$ cat src/rtl/uc_seq.sv
// Control unit for the single-cycle 8-bit microcontroller: combinational decode plus RUN/WAIT/HALT sequencing.
// Latency: controls are valid in the same cycle the opcode is presented; flags and icount update on the next edge.
// Backpressure: pc_hold stalls the PC and suppresses all register and flag writes while WAIT or HALT is in progress.
module uc_seq #(
    parameter int WAIT_CYCLES = 4,
    parameter int CNT_W       = 16
) (
    input  logic             clk,
    input  logic             reset,
    input  logic [5:0]       opcode,
    input  logic             z,
    output logic             s_inc,
    output logic             s_inm,
    output logic             we3,
    output logic             wez,
    output logic [2:0]       op,
    output logic             pc_hold,
    output logic             halted,
    output logic             illegal,
    output logic [CNT_W-1:0] icount
);

    typedef enum logic [1:0] {
        S_RUN,
        S_WAIT,
        S_HALT
    } state_t;

    // The first WAIT cycle is spent in RUN, so the counter covers the remaining cycles minus the exit cycle.
    localparam logic [7:0] WAIT_INIT = (WAIT_CYCLES > 1) ? 8'(WAIT_CYCLES - 2) : 8'd0;

    state_t           state, state_nxt;
    logic [7:0]       wait_cnt, wait_cnt_nxt;
    logic             illegal_dec;
    logic             halted_q, illegal_q;
    logic [CNT_W-1:0] icount_q;

    logic             s_inc_c, s_inm_c, we3_c, wez_c, hold_c;
    logic [2:0]       op_c;

    always_comb begin
        s_inc_c      = 1'b1;
        s_inm_c      = 1'b0;
        we3_c        = 1'b0;
        wez_c        = 1'b0;
        op_c         = 3'b000;
        hold_c       = 1'b0;
        state_nxt    = state;
        wait_cnt_nxt = wait_cnt;
        illegal_dec  = 1'b0;

        case (state)
            S_RUN: begin
                casez (opcode)
                    6'b1?????: begin
                        op_c  = opcode[4:2];
                        we3_c = 1'b1;
                        wez_c = 1'b1;
                    end
                    6'b0000??: begin
                        s_inm_c = 1'b1;
                        we3_c   = 1'b1;
                    end
                    6'b000100: s_inc_c = 1'b0;
                    6'b000101: s_inc_c = ~z;
                    6'b000110: s_inc_c = z;
                    6'b000111: begin
                        hold_c    = 1'b1;
                        state_nxt = S_HALT;
                    end
                    6'b001000: begin
                        if (WAIT_CYCLES > 1) begin
                            hold_c       = 1'b1;
                            wait_cnt_nxt = WAIT_INIT;
                            state_nxt    = S_WAIT;
                        end
                    end
                    6'b001001: ;
                    default:   illegal_dec = 1'b1;
                endcase
            end
            S_WAIT: begin
                if (wait_cnt != 8'd0) begin
                    hold_c       = 1'b1;
                    wait_cnt_nxt = wait_cnt - 8'd1;
                end else begin
                    state_nxt = S_RUN;
                end
            end
            S_HALT: hold_c = 1'b1;
            default: state_nxt = S_RUN;
        endcase

        // Held cycles must never change architectural state.
        if (hold_c) begin
            we3_c = 1'b0;
            wez_c = 1'b0;
        end
    end

    // Reset overrides the decoded controls immediately, without waiting for an edge.
    always_comb begin
        if (!reset) begin
            s_inc   = 1'b1;
            s_inm   = 1'b0;
            we3     = 1'b0;
            wez     = 1'b0;
            op      = 3'b000;
            pc_hold = 1'b0;
        end else begin
            s_inc   = s_inc_c;
            s_inm   = s_inm_c;
            we3     = we3_c;
            wez     = wez_c;
            op      = op_c;
            pc_hold = hold_c;
        end
    end

    always_ff @(posedge clk or negedge reset) begin
        if (!reset) begin
            state     <= S_RUN;
            wait_cnt  <= 8'd0;
            halted_q  <= 1'b0;
            illegal_q <= 1'b0;
            icount_q  <= '0;
        end else begin
            state    <= state_nxt;
            wait_cnt <= wait_cnt_nxt;
            if (illegal_dec)
                illegal_q <= 1'b1;
            if (state_nxt == S_HALT)
                halted_q <= 1'b1;
            if (!hold_c && (icount_q != {CNT_W{1'b1}}))
                icount_q <= icount_q + CNT_W'(1);
        end
    end

    assign halted  = halted_q;
    assign illegal = illegal_q;
    assign icount  = icount_q;

endmodule

$ cat config.mk
export PLATFORM = sky130hd
export DESIGN_NAME = uc_seq
export DESIGN_NICKNAME = d
export VERILOG_FILES = /design/src/rtl/uc_seq.sv
export SDC_FILE = /design/constraint.sdc
export NUM_CORES = 1
export LEC_CHECK = 0
export CAP_MARGIN = 5
export CORE_AREA = 2 2 58 74
export CTS_CLUSTER_DIAMETER = 50
export DETAILED_ROUTE_END_ITERATION = 10
export DIE_AREA = 0 0 60 76
export PLACE_DENSITY = 0.64
export SYNTH_ARGS = -nofsm -noshare
export SYNTH_HDL_FRONTEND = slang
export SYNTH_SLANG_ARGS = --single-unit
$ cat constraint.sdc
create_clock -name clk -period 2.2 [get_ports clk]
set_input_delay 0.44 -clock clk [delete_from_list [all_inputs] [get_ports clk]]
set_output_delay 0.44 -clock clk [all_outputs]
set_load 0.01 [all_outputs]
Yosys cells after proc, flatten, opt, wreduce, memory -nomap -nowiden
Cells that the tools add are included.
- bits in registers: 28
- output and inout bits: 26
- $add $sub $neg: 2
- eq/ne operators: 12
- mux-type cells: 29
- bitwise gates (word level): 1
- reduce and logical (&&, ||, !) cells: 10
- operator list (operator ; count):
    6-bit by 3-bit == test with 1-bit output, second input constant ; 4
    1-bit two-way mux ; 18
    16-bit by 1-bit adder with 16-bit output, second input constant ; 1
    8-bit two-way mux ; 2
    16-bit inequality test, second input constant ; 1
    8-bit one-hot mux with 2 select lines ; 1
    6-bit by 4-bit == test with 1-bit output, second input constant ; 2
    3-bit two-way mux ; 3
    8-bit nonzero test ; 1
    8-bit OR reduction ; 1
    8-bit by 1-bit subtractor with 8-bit output, second input constant ; 1
    1-bit one-hot mux with 3 select lines ; 2
    2-bit one-hot mux with 3 select lines ; 1
    2-bit == test, second input constant ; 2
    4-bit logical NOT ; 1
    2-bit inequality test, second input constant ; 2
    2-bit one-hot mux with 2 select lines ; 1
    2-bit OR reduction ; 2
    3-bit AND reduction ; 1
    2-bit by 1-bit == test with 1-bit output, second input constant ; 1
    2-bit logical NOT ; 1
    2-bit two-way mux ; 1
    2-bit nonzero test ; 1
    1-bit logical AND ; 1
    2 further kinds ; 2

Longest topological paths before layout
Gate-level depths: netlist of the first run.
- word-level depth: 6
- gate-level depth with buffers: 8

Worst setup path before layout of the first run
Ideal clock, no wire load.
- path type: in2reg
- from: input opcode[2]
- to: register wait_cnt[4]
- data arrival time: 2.060 ns
- required time: 2.123 ns
- path slack: 0.063 ns
- stages on the path: 5
- path through: or4b_4 > nor4b_4 > o21ai_2 > or4_1 > a21oi_1
- cells in the longest elaborated chain, start to end: 3
- RTL lines (element ; line ; text):
    start: declaration ; 10 ; input logic [5:0] opcode,
    6-bit by 4-bit == test with 1-bit output ; 54 ; casez (opcode)
    2-bit inequality test (no source line) ; n/a ;
    3-bit AND reduction (no source line) ; n/a ;
    end signal: assignment ; 129 ; wait_cnt <= wait_cnt_nxt;
    end: declaration ; 33 ; logic [7:0] wait_cnt, wait_cnt_nxt;
Every way passes these cells.
A chain may end at the register's enable or synchronous reset.

Final worst setup path of the first run
- from: input opcode[2]
- to: register icount_q[14], in the netlist icount[14]
- cells in the longest elaborated chain, start to end: 6
- elaborated cells on any way between the ends: 7
- those cells by class: eq/ne: 2; mux: 2; reduce/logical: 3
- RTL lines (element ; line ; text):
    6-bit by 4-bit == test with 1-bit output or 6-bit by 3-bit == test with 1-bit output (tied branches) ; 54 ;
    2-bit OR reduction (no source line) * ; n/a ;
    1-bit two-way mux * ; n/a ;
    1-bit one-hot mux with 3 select lines * ; 52 ; case (state)
    1-bit logical NOT * ; 134 ; if (!hold_c && (icount_q != {CNT_W{1'b1}}))
    1-bit logical AND * ; 134 ;
    end signal: assignment ; 135 ; icount_q <= icount_q + CNT_W'(1);
    end: declaration ; 36 ; logic [CNT_W-1:0] icount_q;
Every way passes the cells marked *; elsewhere a longest branch is shown, timed or not.

==> results of run 1 <==
-- synthesized netlist by cell type, types with 3 or more instances --
master,number
nor2_1,15
nor3_1,8
a21oi_1,4
dfrtp_1,28
nand2b_1,4
o21ai_0,3
nand4b_1,3
inv_1,5
xnor2_1,12
mux2_2,3
nand2_1,9
nand4_1,10
ha_1,3
nand3_1,4
xor2_1,6
-- state kept, by name (all words and copies together), names as in the netlist --
signal and count:
state 2, icount 16, wait_cnt 8, illegal 1, halted 1
-- final timing paths --
check                      startpoint          to  slack (ns)  cells after the start
setup / recovery            opcode[2]  icount[14]        0.03                      9
hold / removal                illegal     illegal        0.48                      1
setup reg to reg            icount[0]  icount[14]        0.17                      6
hold reg to reg               illegal     illegal        0.48                      1
max in group asynchronous       reset   icount[7]        1.36                      2
min in group asynchronous       reset      halted        0.58                      2
-- layer usage --
metal / wire (um) / global-route usage, % / vias to the layer above
met5: 0 / 0 / -
met4: 28 / 4.22 / 0
met3: 129 / 2.38 / 4
met2: 1940 / 31.8 / 34
met1: 1540 / 21.5 / 670
li1: - / - / 666
-- area by class of cell --
cell class	count	area (um^2)	area share, %
Multi-Input combinational cell	113	825	36.7
Sequential cell	28	701	31.2
Timing Repair Buffer	66	577	25.7
Tap cell	56	70.1	3.12
Clock buffer	4	55.1	2.45
Inverter	5	18.8	0.836
-- power groups by stage --
stage / combinational (mW) / clock (mW) / sequential, mW
finish: 0.0618 / 0.313 / 0.518
global route: 0.0690 / 0.344 / 0.519
CTS: 0.0617 / 0.329 / 0.518
detailed placement: 0.0640 / 0 / 0.529
global placement: 0.0629 / 0 / 0.528
floorplan: 0.0114 / 0 / 0.529
-- cell usage in the layout, fill, tap and decap left out, types with 3 or more instances in the layout --
| cell | count |
|---|---|
| xnor2_1 | 12 |
| nand3_1 | 4 |
| clkbuf_8 | 4 |
| dfrtp_1 | 28 |
| nor2_1 | 14 |
| dlygate4sd2_1 | 7 |
| inv_1 | 5 |
| buf_4 | 31 |
| o21ai_0 | 3 |
| clkdlybuf4s50_1 | 20 |
| buf_2 | 3 |
| xor2_1 | 6 |
| nand2b_1 | 4 |
| a21oi_1 | 3 |
| ha_1 | 3 |
| nand4_1 | 10 |
| nand2_1 | 9 |
| nand4b_1 | 3 |
| nor3_1 | 7 |
-- cells by family (layout without fill, tap and decap cells) --
group / after synthesis / after routing / synth area share [%]
xor+xnor: 18 / 18 / 10.5
simple gates: 73 / 73 / 28.6
compound gates: 15 / 15 / 6.75
mux: 4 / 4 / 2.91
fa+ha+maj: 3 / 3 / 2.50
flops: 28 / 28 / 46.6
buf+inv: 8 / 75 / 2.16
-- through the flow --
| step | util [%] | area (um^2) | cells | worst slack [ns] |
|---|---|---|---|---|
| 3_5_place_dp | 53.9 | 2120 | 264 | -0.799 |
| 2_1_floorplan | - | 1500 | 149 | 0.0626 |
| 4_1_cts | 55.5 | 2180 | 270 | -0.00537 |
| 6_report | 57.1 | 2250 | 272 | 0.0325 |
| 5_1_grt | 57.1 | 2250 | 272 | -0.00910 |
| 3_3_place_gp | 53.9 | 2120 | 264 | -0.767 |
-- repair_timing --
| action | in CTS | in global routing |
|---|---|---|
| pin swaps | 3 | 3 |
| endpoints found under the setup margin | 24 | 6 |
| gates resized for setup | 32 | 9 |
| hold buffers | 0 | 0 |
| setup buffers | 2 | 2 |
==> metrics.md, run 1 <==
| Metric | Value |
|---|---|
| Crit Path Max Fanout | 2 |
| Vias post-DR | about 1400 |
| Required time of the worst setup path | around 2.4 ns |
| IO Count | 35 |
| Register share of total power | 58.1% |
| Worst-margin pin slew | roughly 0.33 ns |
| Area leader, netlist | dfrtp_1 |
| Post-route DRC | 0 |
| P_sw | 185 uW |
| HPWL Detailed | roughly 2800 um |
| Max clock buf depth | 2 |
| Vias in the first global route | around 1500 |
| VDD IR max | about 0.00030 V |
| TritonCTS Buffers | 3 |
| Minimum clock period | ~2.2 ns |
| Yosys reg bits | 28 |
| Max Cap Viol | 0 |
| Clk pwr share | approximately a third |
| Vias per cell | just over 5 |
| Ant diodes | 0 |
| Top delay family on crit path | simple AND/OR/NAND/NOR gates |
| Root buf cell | clkbuf_8 |
| Initial antenna violation count | 0 |
| Die extent in y | between 70 and 80 um |
| Setup TNS Final | 0 ns |
| Worst path slowest cell | or4b_4 |
| Pre-antenna DRT Iters | 4 |
| Post-synth top area share | about 47% |
| DRT iter0 DRCs | 31 |
| Sw Share | between 20 and 25% |
| Total buffers and inverters traversed by the critical path | 4 |
| Worst-Skew Late Latency | approximately 0.27 ns |
| Core area | 3940 um^2 |
| Startpoint Class | input pin |
| Final Cycle Share | between 90% and 100% |
| GPL Wtd Cong | 0.807 |
| Worst Path Arrival | between 2 and 2.5 ns |
| Final hold viol count | 0 |
| DIE WIDTH | 60 um |
| Hold Crit Class | reg -> reg |
| Final WL | ~3600 um |
| Final setup violation count | 0 |
| PortBufs | 34 |
| Hold slack final | just under 0.5 ns |
| Seq/Total Area, Yosys | around 47% |
| Share of layout cells above drive strength 1 | between 20% and 30% |
| Clock-pin slew of the registers on the worst-case setup and hold paths | 0.09 ns |
| Site Rows | 26 |
| Combinational cell fraction of total power | 6.9% |
| Grt total ovfl | 0 |
| CTS tree | built |
| Asr flop ratio synth | between 90% and 100% |
| First-pass GRT wire length | ~6500 um |
| Pwr/cell area | approximately 400 nW/um^2 |
| Die area | 4560 um^2 |
| Fmax | between 400 and 500 MHz |
| Yosys warnings | 0 |
| Unrepaired setup endpoints after global routing | true |
| Synthesized cell area | about 1500 um^2 |
| Nets | approximately 230 |
| Pins Over Slew Limit | 0 |
| CP Class | in -> reg |
| Sink Count | 28 |
| Largest net degree at the start of global routing | 21 |
| Area Growth Syn to Fin | 49.5% |
| Most used cell, CP | buf_4 |
| Clock Skews | 0.00383 ns |
| Slew margin rel. | between 70% and 80% |
| Internal | between 700 and 800 uW |
| DR WL/cell | between 10 and 15 um |
| Initial Util | between 30% and 40% |
| Run status | completed |
| Top post-synthesis cells by area | dfrtp_1 (47%), xnor2_1 (7.0%), nand4_1 (4.2%), nor2_1 (3.7%), xor2_1 (3.5%) |
| Lkg Pwr | roughly 0.96 nW |
| Crit-path cells | buf_6, or4b_4, a311oi_4, nor2_2, buf_4, buf_4, buf_4, and4_1, mux2_4 |
| Antenna viol nets, final | 0 |
| H-tree depth | 1 |
| Dominant synthesized flop cell | dfrtp_1 |
| Mapped Cells | ~150 |
| Total Power | 893 uW |
| Post-synth EDFFs | 0 |
| Netlist cell types | 40 |
| Tot GR Track Use | about 18% |
| Fillers | approximately 360 |
| Mapped Nets | 161 |
| CP peak stage delay | between 0.5 and 0.6 ns |
| Synth Area per Inst | around 10 um^2 |
| CP endpoint kind | register |
Note: power is estimated with default switching activity, not from simulation.
==> inputs of run 2 (changes only) <==
- CTS_CLUSTER_SIZE: not set -> 40
- PLACE_DENSITY: 0.64 -> 0.62
- clock period: 2.2 -> 2.8 ns (I/O delays scaled with it)
==> run 2 against run 1 <==
Setup slack better by 0.11 ns. Core utilization decreased by 2.8 points. Via count shrank 5.5%. Clock skew increased by 0.0025 ns. First-iteration DRC count rose by 29%.
==> metrics.md, run 2 (synthesis results as in run 1) <==
| Metric | Value |
|---|---|
| Pre-antenna DRT Iters | 4 (unchanged) |
| Max clock buf depth | 2 (unchanged) |
| Worst setup path startpoint | opcode[5] |
| Site Rows | 26 (unchanged) |
| Final setup violation count | 0 (unchanged) |
| Core Util, Final | 54.3% (-2.8 points) |
| Root buf cell | clkbuf_8 |
| Fillers | 360 (-0.28%) |
| Nets | 216 (-5.7%) |
| DRT iter0 DRCs | 40 (+29%) |
| Run status | completed |
| Max Cap Viol | 0 (unchanged) |
| Hold wc startpoint | halted |
| Unrepaired setup endpoints after global routing | false |
| Startpoint Class | input pin |
| GPL Wtd Cong | 0.818 (+1.5%) |
| Placed Cells | 252 (-4.5%) |
| DIE WIDTH | 60 um (unchanged) |
| Reg2reg end | icount[1] |
| Hold Path Stages | 1 (unchanged) |
| Initial Util | 38.2% (unchanged) |
| HPWL Detailed | 2710 um (-2.8%) |
| Vias per cell | 5.01 (-0.79%) |
| Area Growth Syn to Fin | 42.2% |
| CP endpoint kind | primary output |
| Hold Path Sink | halted |
| Grt total ovfl | 0 (unchanged) |
| Required time of the worst setup path | 2.24 ns (-0.12 ns) |
| Total Power | 701 uW (-21%) |
| TritonCTS Buffers | 3 (unchanged) |
| Slew margin rel. | 56.8% (-21 points) |
| Worst Path Arrival | 2.09 ns (-0.24 ns) |
| CP peak stage delay | 0.49 ns (-0.06 ns) |
| Commonest cells after routing, fill and taps aside | dfrtp_1 (28), clkdlybuf4s50_1 (28), buf_4 (18) |
| Die area | 4560 um^2 (unchanged) |
| PortBufs | 34 (unchanged) |
| Worst r2r path cells | 8 (+2) |
| Die extent in y | 76 um (unchanged) |
| Lkg Pwr | 0.887 nW (-7.2%) |
| Reg area | 701 um^2 (unchanged) |
| Minimum clock period | between 2 and 3 ns |
| Clock-pin slew of the registers on the worst-case setup and hold paths | 0.09 ns (about the same) |
| R2R Setup Slk | 0.46 ns (+0.29 ns) |
| Pwr/cell area | 328 nW/um^2 (-17%) |
| DR WL/cell | 13.5 um (+1.2%) |
| Vias post-DR | 1298 (-5.5%) |
| Worst path slowest cell | clkdlybuf4s50_1 |
| H-tree depth | 1 (unchanged) |
| Pins Over Slew Limit | 0 (unchanged) |
| IO Count | 35 (unchanged) |
| Post-route DRC | 0 (unchanged) |
| Core area | 3940 um^2 (unchanged) |
| Ant diodes | 0 (unchanged) |
| Final Cycle Share | between 90 and 100% |
| Antenna viol nets, final | 0 (unchanged) |
| Largest register FFs | 16 (unchanged) |
| Worst R2R Start | wait_cnt[0] |
| VDD IR max | 0.000218 V (-26%) |
| Share of layout cells above drive strength 1 | 18.2% (-9.1 points) |
| Initial antenna violation count | 0 (unchanged) |
| Sink Count | 28 (unchanged) |
| Final WL | 3500 um (-3.7%) |
| Worst-margin pin slew | 0.642 ns (+0.310 ns) |
| Worst-Skew Late Latency | 0.27 ns (about the same) |
| CP Class | in -> out |
| Clock Skews | 0.00629 ns (+0.00246 ns) |
| Largest net degree at the start of global routing | 27 (+29%) |
| Finished Layout Cells | 259 (-4.8%) |
| Fmax | around 380 MHz |
| First-pass GRT wire length | 6080 um (-5.8%) |
| Vias in the first global route | 1418 (-5.1%) |
| CTS tree | built |
| Tot GR Track Use | 16.6% (-1.1 points) |
| Hold Crit Class | reg -> reg |
| Crit-path cells | clkdlybuf4s50_1, buf_4, nor3_1, buf_4, nand4b_1, clkdlybuf4s50_1 |
| Multi-input logic area | 790 um^2 (-4.2%) |
| Crit Path Max Fanout | 6 (+4) |
| Final hold viol count | 0 (unchanged) |
[run 2: what timing repair did]
action,4_1_cts,5_1_grt
hold buffers,0,0
endpoints found under the setup margin,1,2
pin swaps,2,3
cloned,0,0
gates resized for setup,5,7
buffers inserted,1,2
[run 2: worst max path at each step]
stage / to / cells after the start
floorplan: pc_hold / 4
global placement: pc_hold / 6
detailed placement: pc_hold / 6
CTS: s_inm / 5
global route: s_inc / 6
finish: s_inc / 6
[run 2: layout make-up]
class	count	share of cell area [%]
clock buffer	4	2.58
inverter	5	0.878
multi-input combinational	113	36.9
sequential	28	32.8
tap	56	3.28
timing repair buffer	53	23.5
[run 2: worst max-delay path: cells and delay by family]
family,cells,cell delay (ns)
buffers and inverters,4,1.23
AND/OR/NAND/NOR,2,0.30
[run 2: metrics by stage]
step                hold WS (ns)  worst slack (ns)  TNS [ns]  cell area [um^2]
floorplan                  0.264             0.439         0              1500
global route               0.480            0.0695         0              2140
detailed placement         0.455            -0.413    -0.413              2030
finish                     0.469             0.146         0              2140
global placement           0.452            -0.423    -0.423              2030
CTS                        0.477            0.0560         0              2100
[run 2: report_power, final]
| part | leakage, nW | total [mW] | internal, mW | switching [mW] |
|---|---|---|---|---|
| clock | 0.0288 | 0.245 | 0.126 | 0.119 |
| combinational | 0.498 | 0.0486 | 0.0251 | 0.0235 |
| sequential | 0.360 | 0.407 | 0.406 | 0.00166 |
[run 2: per-layer routing]
metal | vias to the layer above | track usage, % | share of wire [%]
met2 | 35 | 29.3 | 53
met1 | 617 | 20.1 | 42
met4 | 0 | 5.56 | 1.9
met5 | - | 0 | 0
met3 | 8 | 1.70 | 3.6
li1 | 638 | - | -
